**config.mk**
```make
export PLATFORM = sky130hd
export DESIGN_NAME = tetris_game_sequencer
export DESIGN_NICKNAME = d
export VERILOG_FILES = /design/src/rtl/tetris_game_sequencer.sv
export SDC_FILE = /design/constraint.sdc
export NUM_CORES = 1
export LEC_CHECK = 0
export CAP_MARGIN = 20
export CORE_MARGIN = 10
export CORE_UTILIZATION = 59
export DETAILED_ROUTE_END_ITERATION = 7
export PLACE_DENSITY = 0.82
export SETUP_SLACK_MARGIN = 0.1
export SLEW_MARGIN = 20
export SYNTH_ARGS = -nofsm -noshare
export SYNTH_HDL_FRONTEND = slang
export SYNTH_SLANG_ARGS = --single-unit
```
**constraint.sdc**
```tcl
create_clock -name clock -period 6.7 [get_ports clock]
set_input_delay 0.67 -clock clock [delete_from_list [all_inputs] [get_ports clock]]
set_output_delay 0.67 -clock clock [all_outputs]
set_load 0.02 [all_outputs]
```
**src/rtl/tetris_game_sequencer.sv**
```systemverilog
// Game-level sequencer for the Tetris playfield: spawn -> fall/move -> lock -> clear,
// with gravity derived from the asynchronous arduinoClock timebase, plus score and level.
module tetris_game_sequencer #(
  parameter int GRAVITY_TICKS   = 8,
  parameter int MIN_TICKS       = 1,
  parameter int LINES_PER_LEVEL = 10,
  parameter int SCORE_W         = 16
) (
  input  logic               clock,
  input  logic               resetn,
  input  logic               start,
  input  logic               arduinoClock,
  input  logic               cmd_valid,
  input  logic [1:0]         cmd,
  output logic               check_req,
  output logic [1:0]         check_op,
  input  logic               check_ack,
  input  logic               check_hit,
  output logic               apply,
  output logic               spawn_req,
  input  logic               spawn_ack,
  input  logic               spawn_hit,
  output logic               lock,
  output logic               clear_req,
  input  logic               clear_done,
  input  logic [2:0]         lines,
  output logic [SCORE_W-1:0] score,
  output logic [3:0]         level,
  output logic               playing,
  output logic               game_over,
  output logic [2:0]         state_dbg_o
);

  // Handshakes: each request (spawn_req, check_req, clear_req) rises on the first cycle
  // of its state and stays high until the matching ack/done is sampled on a clock edge;
  // check_op is stable while check_req is high; an ack/done outside its state is ignored.
  typedef enum logic [2:0] {
    IDLE  = 3'd0,
    SPAWN = 3'd1,
    FALL  = 3'd2,
    CHECK = 3'd3,
    LOCK  = 3'd4,
    CLEAR = 3'd5,
    OVER  = 3'd6
  } state_t;

  localparam logic [1:0] OP_DOWN = 2'd3;
  localparam int         SW      = SCORE_W + 21;

  state_t               state_q, state_d;
  logic                 sync1_q, sync2_q, prev_q;
  logic [2:0]           vld_q;
  logic [7:0]           grav_cnt_q, grav_cnt_d;
  logic                 grav_due_q, grav_due_d;
  logic                 buf_valid_q, buf_valid_d;
  logic [1:0]           buf_cmd_q, buf_cmd_d;
  logic [1:0]           op_q, op_d;
  logic                 apply_q, apply_d;
  logic [SCORE_W-1:0]   score_q, score_d;
  logic [3:0]           level_q, level_d;
  logic [7:0]           lines_cnt_q, lines_cnt_d;

  logic                 tick;
  logic                 in_play;
  logic [7:0]           thr;
  logic [2:0]           n_sat;
  logic [15:0]          base_pts;
  logic [19:0]          points;
  logic [SW-1:0]        sum_w;
  logic [SCORE_W-1:0]   score_sat;
  logic [7:0]           lines_sum;

  // vld_q marks when prev_q holds a real sample, so a level already high at reset release is not an edge
  assign tick    = vld_q[2] & sync2_q & ~prev_q;
  assign in_play = state_q inside {SPAWN, FALL, CHECK, LOCK, CLEAR};

  always_comb begin
    thr = 8'(GRAVITY_TICKS - int'(level_q));
    if (int'(level_q) >= GRAVITY_TICKS - MIN_TICKS) thr = 8'(MIN_TICKS);
  end

  always_comb begin
    n_sat    = (lines > 3'd4) ? 3'd4 : lines;
    base_pts = 16'd0;
    case (n_sat)
      3'd1:    base_pts = 16'd100;
      3'd2:    base_pts = 16'd300;
      3'd3:    base_pts = 16'd500;
      3'd4:    base_pts = 16'd800;
      default: base_pts = 16'd0;
    endcase
    points    = 20'(base_pts) * (20'(level_q) + 20'd1);
    sum_w     = SW'(score_q) + SW'(points);
    score_sat = sum_w[SCORE_W-1:0];
    if (sum_w > SW'({SCORE_W{1'b1}})) score_sat = {SCORE_W{1'b1}};
    lines_sum = lines_cnt_q + 8'(n_sat);
  end

  always_comb begin
    state_d     = state_q;
    grav_cnt_d  = grav_cnt_q;
    grav_due_d  = grav_due_q;
    buf_valid_d = buf_valid_q;
    buf_cmd_d   = buf_cmd_q;
    op_d        = op_q;
    apply_d     = 1'b0;
    score_d     = score_q;
    level_d     = level_q;
    lines_cnt_d = lines_cnt_q;

    if ((state_q == FALL || state_q == CHECK) && tick) begin
      if (grav_cnt_q + 8'd1 >= thr) begin
        grav_due_d = 1'b1;
        grav_cnt_d = 8'd0;
      end else begin
        grav_cnt_d = grav_cnt_q + 8'd1;
      end
    end

    if (in_play && cmd_valid && !buf_valid_q) begin
      buf_valid_d = 1'b1;
      buf_cmd_d   = cmd;
    end

    case (state_q)
      IDLE: if (start) state_d = SPAWN;
      SPAWN: begin
        if (spawn_ack) begin
          if (spawn_hit) begin
            state_d = OVER;
          end else begin
            state_d    = FALL;
            grav_cnt_d = 8'd0;
            grav_due_d = 1'b0;
          end
        end
      end
      FALL: begin
        if (grav_due_q) begin
          op_d    = OP_DOWN;
          state_d = CHECK;
        end else if (buf_valid_q) begin
          op_d        = buf_cmd_q;
          buf_valid_d = 1'b0;
          state_d     = CHECK;
        end
      end
      CHECK: begin
        if (check_ack) begin
          if (!check_hit) begin
            apply_d = 1'b1;
            state_d = FALL;
            if (op_q == OP_DOWN) begin
              grav_cnt_d = 8'd0;
              grav_due_d = 1'b0;
            end
          end else if (op_q == OP_DOWN) begin
            state_d = LOCK;
          end else begin
            state_d = FALL;
          end
        end
      end
      LOCK: state_d = CLEAR;
      CLEAR: begin
        if (clear_done) begin
          score_d     = score_sat;
          lines_cnt_d = lines_sum;
          if (lines_sum >= 8'(LINES_PER_LEVEL)) begin
            lines_cnt_d = lines_sum - 8'(LINES_PER_LEVEL);
            if (level_q != 4'd15) level_d = level_q + 4'd1;
          end
          state_d = SPAWN;
        end
      end
      OVER: begin
        if (start) begin
          score_d     = '0;
          level_d     = 4'd0;
          lines_cnt_d = 8'd0;
          state_d     = SPAWN;
        end
      end
      default: state_d = IDLE;
    endcase

    if (state_d == SPAWN && state_q != SPAWN) buf_valid_d = 1'b0;
  end

  always_ff @(posedge clock) begin
    if (!resetn) begin
      state_q     <= IDLE;
      sync1_q     <= 1'b0;
      sync2_q     <= 1'b0;
      prev_q      <= 1'b0;
      vld_q       <= 3'b000;
      grav_cnt_q  <= 8'd0;
      grav_due_q  <= 1'b0;
      buf_valid_q <= 1'b0;
      buf_cmd_q   <= 2'd0;
      op_q        <= 2'd0;
      apply_q     <= 1'b0;
      score_q     <= '0;
      level_q     <= 4'd0;
      lines_cnt_q <= 8'd0;
    end else begin
      state_q     <= state_d;
      sync1_q     <= arduinoClock;
      sync2_q     <= sync1_q;
      prev_q      <= sync2_q;
      vld_q       <= {vld_q[1:0], 1'b1};
      grav_cnt_q  <= grav_cnt_d;
      grav_due_q  <= grav_due_d;
      buf_valid_q <= buf_valid_d;
      buf_cmd_q   <= buf_cmd_d;
      op_q        <= op_d;
      apply_q     <= apply_d;
      score_q     <= score_d;
      level_q     <= level_d;
      lines_cnt_q <= lines_cnt_d;
    end
  end

  assign check_req   = (state_q == CHECK);
  assign check_op    = op_q;
  assign apply       = apply_q;
  assign spawn_req   = (state_q == SPAWN);
  assign lock        = (state_q == LOCK);
  assign clear_req   = (state_q == CLEAR);
  assign score       = score_q;
  assign level       = level_q;
  assign playing     = in_play;
  assign game_over   = (state_q == OVER);
  assign state_dbg_o = state_q;

endmodule

```
== Word level (Yosys, flattened, before mapping) ==
Cells that the tools add are included.
Widths: inputs -> output; s select.
Storage, ports and cells
  output and inout bits: 32
  register bits: 52
  logic and storage cells: 116
  bits of input ports: 15
Operators by class
  magnitude comparators: 5
  reductions and logical operators: 16
  eq/ne operators: 18
  $add $sub $neg: 7
  $mul: 1
  bitwise operators: 4
  multiplexer cells: 50
Operators with widths (number)
  $mux 8: 11
  $mux 16: 3
  $pmux 10 s4: 1
  $pmux 16 s2: 1
  $pmux 8 s2: 2
  $mux 3: 10
  $add 16x20->21: 1
  $gt 21x16->1 const B: 1
  $mul 16x5->20: 1
  $pmux 3 s6: 1
  $mux 4: 4
  $mux 1: 13
  $eq 3x2->1 const B: 4
  $eq 3x3->1 const B: 4
  $eq 3x1->1 const B: 3
  $add 8x1->8 const B: 1
  $add 8x3->8: 1
  $ge 8x4->1 const B: 1
  $ge 8x8->1: 1
  $pmux 4 s2: 1
  $sub 8x4->8 const B: 1
  $ne 2x1->1 const B: 3
  $reduce_and 3->1: 2
  $add 4x1->5 const B: 1
  21 further kinds: 29

== Logic depth before layout (Yosys ltp) ==
Gate-level depths: netlist of the first run.
  word-level depth: 10
  depth in mapped cells: 25
  depth with buffers taken out: 25

== Worst setup path before layout of the first run ==
Ideal clock, no wire load.
  path type: input to register
  start point: in lines[1]
  end point: reg score_q[4] (netlist: score[4])
  arrival: 5832 ps
  setup slack: 797 ps
  setup time: 70 ps
  stages: 23
  required time: 6630 ps
  buffers on the path: 2
  cells stage by stage: clkbuf_1 nor2b_1 o21ai_0 fa_1 fa_1 inv_1 fa_1 ha_1 nor2b_1 o21ai_0 a21boi_0 o21ai_0 a21oi_1 or4_1 nand3_1 ha_1 nand2_1 a21oi_1 nand2_1 o211ai_1 clkbuf_1 o21ai_0 a21oi_1
Between the ends
  longest elaborated chain between the ends: 10
  elaborated cells between the ends (all ways): 13
  those cells by class: 1 x add/sub; 1 x mul; 2 x order compare; 4 x eq/ne; 5 x mux
RTL lines
  start, declared: line 26  | input logic [2:0] lines,
  $gt 3x3->1: line 83  | n_sat = (lines > 3'd4) ? 3'd4 : lines;
  $mux 3 *: line 83
  $eq 3x3->1 (tied with other cells): line 85  | case (n_sat)
  $pmux 10 s4 *: line 85
  $mul 16x5->20 *: line 92  | points = 20'(base_pts) * (20'(level_q) + 20'd1);
  $add 16x20->21 *: line 93  | sum_w = SW'(score_q) + SW'(points);
  $gt 21x16->1: line 95  | if (sum_w > SW'({SCORE_W{1'b1}})) score_sat = {SCORE_W{1'b1}};
  $mux 16 *: line 95
  $mux 16 *: line 166  | if (clear_done) begin
  $pmux 16 s2 *: line 125  | case (state_q)
  end signal, assigned: line 218  | score_q <= score_d;
  end, declared: line 59  | logic [SCORE_W-1:0] score_q, score_d;
Every way passes the cells marked *; elsewhere a longest branch is shown, timed or not. The select of a mux whose other input is x is not followed.
A chain may end at the register's enable or synchronous reset.

== Worst setup path after layout of the first run ==
  start point: in lines[2]
  end point: reg score_q[13] (netlist: score[13])
The elaborated chain is that of the path after synthesis.

==> metrics.yaml, run 1 <==
clock_sinks: 51
initialDrtViolationCount: 324
cp_slowest_stage_delay_ns: 0.54
holdPathEnd: "vld_q[1]$_SDFF_PN0_"
cts_tree: "done"
post_cts_buffers: 0
ios: 47
timing.hold.ws_ns: 0.445
synth.avg_cell_area_um2: 7.79
drc: 0
hold_start: "vld_q[0]$_DFF_P_"
drt_pass1_iterations: 5
track_usage: 0.196
wirelength_mm: 12.6
seqCellArea_mm2: 0.00102
synth_edf_count: 0
dieArea_mm2: 0.0126
yosysUniqueCellTypes: 66
critPathKind: "input port to flip-flop"
p_leak_nw: 2.49
antenna_found_initial: 0
hp-class: "flip-flop to flip-flop"
crit_fanout: 8
synth_area_leaders: "dfxtp_1, ha_1, fa_1"
async_reset_ff_frac: 0
fin_setup_tns_ns: 0
die_h_um: 112
postLayoutCoreUtil: 0.688
final_cell_mix: "nor2_1, nand2_1, ha_1"
ys_seq_area_frac: 0.204
cpLargestDelayFamily: "adder cells"
grt_max_degree: 25
setup_ws_ns: 0.488
multi_input_area_mm2: 0.00373
maxCapViolCount: 0
rows: 33
peakVddDrop_v: 0.0000800
cts-resized-gates: 0
period_needed_ns: 6.21
rsz0062_at_grt: "false"
rr_endpoint: "score[13]$_SDFFE_PN0P_"
overflow: 0
holdBufCountCts: 0
path_common_cell: "fa_1"
clk-insertion-delay-late_ns: 0.31
crit_cells: 24
dp_slack_ns: 0.0411
finalSetupViolCount: 0
clockBufferDepth: 2
cpMaxStageDelayCell: "fa_1"
die_w_um: 112
rr_worst_depth: 23
dp_cells: 779
whs_path_depth: 1
io_buffers: 46
clk_pin_slew_ns: 0.10
ys_ff_latch: 51
crit_arrival_ns: 6.43
gp_congestion: 0.926
final_cells: 787
viasPerCell: 5.98
nets: 770
cts_buffers: 5
end_kind: "flip-flop"
postRouteAntennaNets: 0
initial_core_util: 0.607
pwr_density_cell_mw_per_mm2: 108
tightestPinTransition_ns: 0.862
drv_slew: 0
num_antenna_cells: 0
synth_top_area_frac: 0.204
cts_root_buf: "clkbuf_8"
relSlewSlack: 0.425
required_ns: 6.92
num_vias: 4706
syn2layout_area_growth_pct: 13.3
timing.fmax_mhz: 161
dp_hpwl_mm: 10.0
start_kind: "input port"
grt_pass1_vias: 4543
cp_num_buf_inv: 4
layout_commonest_cell: "nor2_1"
htree_levels: 2
skew_ns: 0.00964
nFillCells: 701
outcome: "complete, no violations"
layout-drive-gt1-share: 0.0411
syn_inst: 644
hold_viol_final: 0
path_cells: "clkdlybuf4s50_1, nand2b_1, inv_1, nand3_1, fa_1, fa_1, inv_1, fa_1, ha_1, nor2b_1, o21ai_0, a21boi_0, o21ai_1, a21oi_1, or4_1, nand3_1, ha_2, nand2_1, a21oi_1, nand2_1, o211ai_1, buf_4, a311oi_1, a311oi_1"
wl_per_cell_um: 16.0
period_share: 0.927
synth_area_mm2: 0.00502
synth_flop_cell: "dfxtp_1"
timing.rr.start: "level[1]$_SDFFE_PN0P_"
yosys_warnings: 0
core_mm2: 0.00826
rrSetupSlack_ns: 0.57
synth_top_cell_by_area: "dfxtp_1"
grt_pass1_wl_mm: 21.4
## how the worst max path moves through the flow
stage / from / end / slack (ns)
finish: lines[2] / score[13]$_SDFFE_PN0P_ / 0.49
global route: lines[2] / score[13]$_SDFFE_PN0P_ / 0.12
CTS: lines[2] / score[13]$_SDFFE_PN0P_ / 0.35
detailed placement: lines[2] / score[13]$_SDFFE_PN0P_ / 0.04
global placement: lines[2] / score[13]$_SDFFE_PN0P_ / 0.17
floorplan: lines[1] / score[4]$_SDFFE_PN0P_ / 0.80
## per-layer routing
metal  GRT usage  wire length [um]  part of all wire  vias to the layer above
met5           0                 0                 0                        -
met4      0.0364               137             0.011                        0
met3      0.0319               742             0.059                       13
met2       0.340              6100              0.48                      150
met1       0.250              5640              0.45                     2199
li1            -                 -                 -                     2344
## power by group
part,internal (mW),leakage (nW),switching [mW]
sequential,0.309,0.413,0.0102
combinational,0.0452,2.03,0.0563
clock,0.0777,0.0467,0.115
## registers in the layout, indices dropped and copies added, names as in the netlist
name and count:
sync2_q 1, sync1_q 1, level 4, buf_valid_q 1, prev_q 1, apply 1, vld_q 3, state_dbg_o 3
score 15, check_op 2, grav_cnt_q 8, buf_cmd_q 2, grav_due_q 1, lines_cnt_q 8
## metrics by stage
stage / power (mW) / cell area [um2]
after floorplan: 0.388 / 5030
after global placement: 0.423 / 5580
after detailed placement: 0.426 / 5580
after CTS: 0.620 / 5680
after global routing: 0.641 / 5680
final: 0.614 / 5680
## Yosys cell counts, types with 4 or more instances
cell type / number
nor2b_1: 11
nand2_1: 56
xnor2_1: 23
and3_1: 9
nor3b_1: 4
nor2_1: 73
a21oi_1: 45
a21o_1: 10
a211oi_1: 7
and2_1: 11
fa_1: 20
ha_1: 54
o21ai_0: 37
dfxtp_1: 51
clkbuf_1: 26
nand2b_1: 13
o211ai_1: 4
a311oi_1: 6
nor4b_1: 5
nor3_1: 23
mux2i_1: 7
nand3_1: 24
inv_1: 45
xor2_1: 11
## final cells by class
class	instances	share of cell area
multi-input cells	521	0.656
flip-flops and latches	51	0.180
repair buffers	56	0.0942
inverters	46	0.0304
well taps	105	0.0231
clock buffers	5	0.0121
clock inverters	3	0.00484
## cells by family (layout without fill, tap and decap cells)
| group | after synthesis | count (layout) | synth area share |
|---|---|---|---|
| adder cells (fa/ha/maj) | 74 | 74 | 0.215 |
| AO/OA/AOI/OAI | 154 | 154 | 0.209 |
| multiplexers | 7 | 7 | 0.0140 |
| flip-flops | 51 | 51 | 0.204 |
| AND/OR/NAND/NOR | 247 | 247 | 0.238 |
| other | 1 | 4 | 0.000748 |
| buffers and inverters | 75 | 110 | 0.0574 |
| XOR/XNOR | 35 | 35 | 0.0626 |
Power figures use the tool's default switching activity.
==> run 2, diff against run 1 <==
Settings changed: CORE_MARGIN 10 to 2, TNS_END_PERCENT set to 100.
==> run 2 against run 1 <==
Against the previous run:
- clock-buffer cell count is the same
- largest cell class unchanged
- hold slack gained 0.0083 ns
- worst setup slack lost 0.052 ns
- final area shrank 0.31%
- maximum frequency shrank 0.83%
- sequential share of layout area grew 0.056 points
- wire length grew 0.36%
- die area shrank 26%
- first-iteration DRC count shrank 26%
==> metrics.yaml, run 2 (synthesis results as in run 1) <==
p_leak_nw: 2.49  # about the same
peakVddDrop_v: 0.0000942  # +18%
tightestPinTransition_ns: 0.873  # +0.0111 ns
initialDrtViolationCount: 241  # -26%
grt_pass1_vias: 4449  # -2.1%
wl_per_cell_um: 16.1  # +0.61%
end_kind: "flip-flop"
relSlewSlack: 0.417  # -0.00740
grt_max_degree: 25  # unchanged
die_w_um: 96.2  # -14%
layout-drive-gt1-share: 0.0368  # -0.00429
maxCapViolCount: 0  # unchanged
dieArea_mm2: 0.00926  # -26%
dp_slack_ns: 0.144  # +0.102 ns
io_buffers: 46  # unchanged
drc: 0  # unchanged
period_needed_ns: 6.26  # +0.0518 ns
gp_congestion: 0.899  # -3.0%
finalSetupViolCount: 0  # unchanged
start_kind: "input port"
drt_pass1_iterations: 5  # unchanged
clock_sinks: 51  # unchanged
cts_buffers: 5  # unchanged
period_share: 0.935  # +0.00773
overflow: 0  # unchanged
antenna_found_initial: 0  # unchanged
grt_pass1_wl_mm: 20.9  # -2.5%
hold_viol_final: 0  # unchanged
postLayoutCoreUtil: 0.690  # +0.00133
initial_core_util: 0.610  # +0.00305
htree_levels: 2  # unchanged
critPathKind: "input port to flip-flop"
cp_num_buf_inv: 3  # -1
postRouteAntennaNets: 0  # unchanged
layout_commonest_cell: "nor2_1"
nets: 768  # -0.26%
rsz0062_at_grt: "false"
wirelength_mm: 12.7  # +0.36%
ios: 47  # unchanged
timing.fmax_mhz: 160  # -0.83%
core_mm2: 0.00822  # -0.50%
path_cells: "clkdlybuf4s50_1, buf_4, nor3_1, nor2_1, fa_1, fa_1, fa_1, ha_1, nor2b_1, o21ai_0, a211o_1, xnor2_1, ha_1, a21oi_1, nor2b_1, o211ai_1, nand2_1, o211ai_1, buf_4, a311oi_1, a311oi_1"
crit_arrival_ns: 6.41  # -0.02 ns
dp_cells: 777  # -0.26%
holdBufCountCts: 0  # unchanged
cpLargestDelayFamily: "adder cells"
path_common_cell: "fa_1"
outcome: "complete, no violations"
final_cell_mix: "nor2_1, nand2_1, ha_1"
num_vias: 4766  # +1.3%
largest_reg_flops: 15  # unchanged
setup_ws_ns: 0.436  # -0.0518 ns
fin_setup_tns_ns: 0  # unchanged
cts_tree: "done"
pwr_density_cell_mw_per_mm2: 109  # +0.70%
required_ns: 6.85  # -0.07 ns
cts_root_buf: "clkbuf_8"
cpMaxStageDelayCell: "fa_1"
clk_pin_slew_ns: 0.11  # about the same
rows: 33  # unchanged
clockBufferDepth: 2  # unchanged
viasPerCell: 6.07  # +1.5%
crit_fanout: 12  # +4
die_h_um: 96.2  # -14%
timing.hold.ws_ns: 0.453  # +0.00834 ns
cp_slowest_stage_delay_ns: 0.54  # about the same
track_usage: 0.283  # +0.0876
num_antenna_cells: 0  # unchanged
hp-class: "flip-flop to flip-flop"
skew_ns: 0.0107  # +0.00105 ns
syn2layout_area_growth_pct: 12.9
final_cells: 785  # -0.25%
clk-insertion-delay-late_ns: 0.31  # about the same
drv_slew: 0  # unchanged
dp_hpwl_mm: 9.98  # -0.33%
==> run 2: final cells by class <==
type                    count  area [um2]
multi-input cells         521        3720
fillers                   685        2550
flip-flops and latches     51        1020
repair buffers             54         520
inverters                  46         173
well taps                 105         131
clock buffers               5        68.8
clock inverters             3        28.8
==> run 2: what timing repair did <==
action / CTS / global route
setup buffers: 0 / 0
setup endpoints to repair: 0 / 5
resized for setup: 0 / 4
==> run 2: path summary, 6_finish.rpt <==
path                            slack (ns)                     end                   from  depth (start not counted)
worst max-delay path                  0.44  score[13]$_SDFFE_PN0P_               lines[2]                         21
worst min-delay path                  0.45     vld_q[1]$_SDFF_PN0_       vld_q[0]$_DFF_P_                          1
worst max register to register        0.65  score[13]$_SDFFE_PN0P_  level[1]$_SDFFE_PN0P_                         22
worst min register to register        0.45     vld_q[1]$_SDFF_PN0_       vld_q[0]$_DFF_P_                          1
==> run 2: metrics by stage <==
step                power [mW]  area, um2
CTS                      0.617       5660
floorplan                0.388       5030
global placement         0.421       5560
finish                   0.616       5670
global route             0.645       5670
detailed placement       0.425       5560
==> run 2: routing by layer <==
layer,GRT usage,vias to the layer above,wire (um)
met1,0.388,2265,5690
met3,0.0392,16,654
li1,-,2336,-
met5,0,-,0
met4,0.0536,0,101
met2,0.477,149,6230
==> run 2: power by group <==
part | switching (mW) | internal [mW] | total [mW]
Clock | 0.119 | 0.0778 | 0.197
Combinational | 0.0559 | 0.0444 | 0.100
Sequential | 0.0102 | 0.309 | 0.319
==> run 3, diff against run 2 <==
--- a/config.mk
+++ b/config.mk
@@ -8,7 +8,6 @@
 export CAP_MARGIN = 20
 export CORE_MARGIN = 2
-export CORE_UTILIZATION = 59
+export CORE_UTILIZATION = 40
 export DETAILED_ROUTE_END_ITERATION = 7
-export PLACE_DENSITY = 0.82
 export SETUP_SLACK_MARGIN = 0.1
 export SLEW_MARGIN = 20
==> constraint.sdc (replaced) <==
create_clock -name clock -period 6.1 [get_ports clock]
set_input_delay 1.22 -clock clock [delete_from_list [all_inputs] [get_ports clock]]
set_output_delay 1.22 -clock clock [all_outputs]
set_load 0.02 [all_outputs]
==> run 3 against run 2 <==
Against the previous run:
- combinational power rose by 28%
- wire length increased by 6.7%
- critical path type unchanged
- die area up 45%
- via count is 2.3% higher
- cell count rose by 16%
- global-route usage is 7.7 points lower
- flip-flop and latch count did not move
- first-iteration DRC count rose by 15%
- sequential share of layout area shrank 2.4 points
- core utilization shrank 15 points
- sequential power is 10% higher
- clock power increased by 63%
==> metrics.yaml, run 3 (synthesis results as in run 1) <==
cts_buffers: 5  # unchanged
io_buffers: 46  # unchanged
die_w_um: 116  # +21%
wirelength_mm: 13.5  # +6.7%
dieArea_mm2: 0.0135  # +45%
ios: 47  # unchanged
num_antenna_cells: 0  # unchanged
peakVddDrop_v: 0.000120  # +28%
fin_setup_tns_ns: 0  # unchanged
core_mm2: 0.0121  # +47%
path_common_cell: "fa_1"
cts_tree: "done"
finalSetupViolCount: 0  # unchanged
setup_ws_ns: 0.240  # -0.196 ns
grt_max_degree: 25  # unchanged
start_kind: "input port"
layout-drive-gt1-share: 0.172  # +0.136
cts_root_buf: "clkbuf_16"
cpLargestDelayFamily: "adder cells"
clk-insertion-delay-late_ns: 0.30  # about the same
dp_hpwl_mm: 10.4  # +3.8%
end_kind: "flip-flop"
p_leak_nw: 2.88  # +16%
final_cells: 911  # +16%
required_ns: 6.32  # -0.53 ns
maxCapViolCount: 0  # unchanged
rsz0062_at_grt: "true"
gp_congestion: 0.934  # +4.0%
htree_levels: 2  # unchanged
critPathKind: "input port to flip-flop"
antenna_found_initial: 0  # unchanged
drt_pass1_iterations: 4  # -1
hold_viol_final: 0  # unchanged
die_h_um: 116  # +21%
multi_input_area_mm2: 0.00396  # +6.5%
skew_ns: 0.00767  # -0.00301 ns
initialDrtViolationCount: 276  # +15%
nets: 831  # +8.2%
dp_slack_ns: -0.726  # -0.869 ns
clockBufferDepth: 2  # unchanged
grt_pass1_vias: 4722  # +6.1%
track_usage: 0.206  # -0.0768
cp_slowest_stage_delay_ns: 0.57  # +0.03 ns
cp_num_buf_inv: 5  # +2
final_cell_mix: "nor2_1, buf_4, nand2_1"
viasPerCell: 5.35  # -12%
layout_commonest_cell: "nor2_1"
postRouteAntennaNets: 0  # unchanged
drv_slew: 0  # unchanged
seqCellArea_mm2: 0.00102  # +0.12%
finalPower_mw: 0.801  # +30%
timing.fmax_mhz: 171
tightestPinTransition_ns: 0.899  # +0.0259 ns
drc: 0  # unchanged
wl_per_cell_um: 14.8  # -8.1%
largest_reg_flops: 15  # unchanged
clk_pin_slew_ns: 0.07  # -0.04 ns
initial_core_util: 0.414  # -0.196
crit_arrival_ns: 6.08  # -0.33 ns
cpMaxStageDelayCell: "fa_1"
crit_fanout: 6  # -6
outcome: "complete, no violations"
num_vias: 4874  # +2.3%
hp-class: "flip-flop to flip-flop"
rows: 40  # +21%
nFillCells: 1107  # +62%
relSlewSlack: 0.400  # -0.0173
dp_cells: 889  # +14%
grt_pass1_wl_mm: 22.4  # +7.3%
clock_sinks: 51  # unchanged
period_share: 0.961
pwr_density_cell_mw_per_mm2: 122  # +12%
syn2layout_area_growth_pct: 30.6
period_needed_ns: 5.86
overflow: 0  # unchanged
run 3: changes by cell type in the layout (fill, tap and decap cells not counted), sizes merged:
| cell | before | now |
|---|---|---|
| buf | 8 | 74 |
| bufinv | 0 | 1 |
| clkdlybuf4s50 | 46 | 43 |
| inv | 47 | 46 |
run 3: stage by stage:
stage               hold slack (ns)  utilization  instance area [um2]
CTS                           0.437        0.520                 6300
finish                        0.435        0.541                 6550
floorplan                     0.412            -                 5060
global placement              0.414        0.498                 6040
global route                  0.452        0.541                 6550
detailed placement            0.419        0.498                 6040
run 3: final cells by class:
type / count / area share
multi-input cells: 521 / 0.605
flip-flops and latches: 51 / 0.156
repair buffers: 117 / 0.154
well taps: 168 / 0.0321
inverters: 46 / 0.0271
clock buffers: 5 / 0.0191
clock inverters: 3 / 0.00668
run 3: layer usage:
metal  vias up  GRT usage  part of all wire
li1       2458          -                 -
met1      2297      0.293              0.49
met2       103      0.332              0.46
met3        16     0.0277             0.035
met4         0     0.0524             0.014
met5         -          0                 0
run 3: final timing paths:
kind / from / endpoint / slack (ns) / depth (start not counted)
max: lines[2] / score[4]$_SDFFE_PN0P_ / 0.24 / 25
min: vld_q[1]$_SDFF_PN0_ / vld_q[2]$_SDFF_PN0_ / 0.43 / 1
max reg2reg: level[0]$_SDFFE_PN0P_ / score[4]$_SDFFE_PN0P_ / 0.40 / 24
min reg2reg: vld_q[1]$_SDFF_PN0_ / vld_q[2]$_SDFF_PN0_ / 0.43 / 1
run 3: what timing repair did:
| item | in CTS | in global routing |
|---|---|---|
| hold buffers | 0 | 0 |
| endpoints found under the setup margin | 15 | 15 |
| resized for setup | 28 | 48 |
| pin swaps | 18 | 33 |
| cloned | 1 | 0 |
| buffers inserted | 5 | 9 |
run 3: power breakdown:
group / total [mW] / switching, mW / leakage [nW] / internal, mW
logic: 0.128 / 0.0668 / 2.38 / 0.0611
registers: 0.351 / 0.0116 / 0.413 / 0.339
clock network: 0.321 / 0.128 / 0.0838 / 0.194
total: 0.801 / 0.206 / 2.88 / 0.594
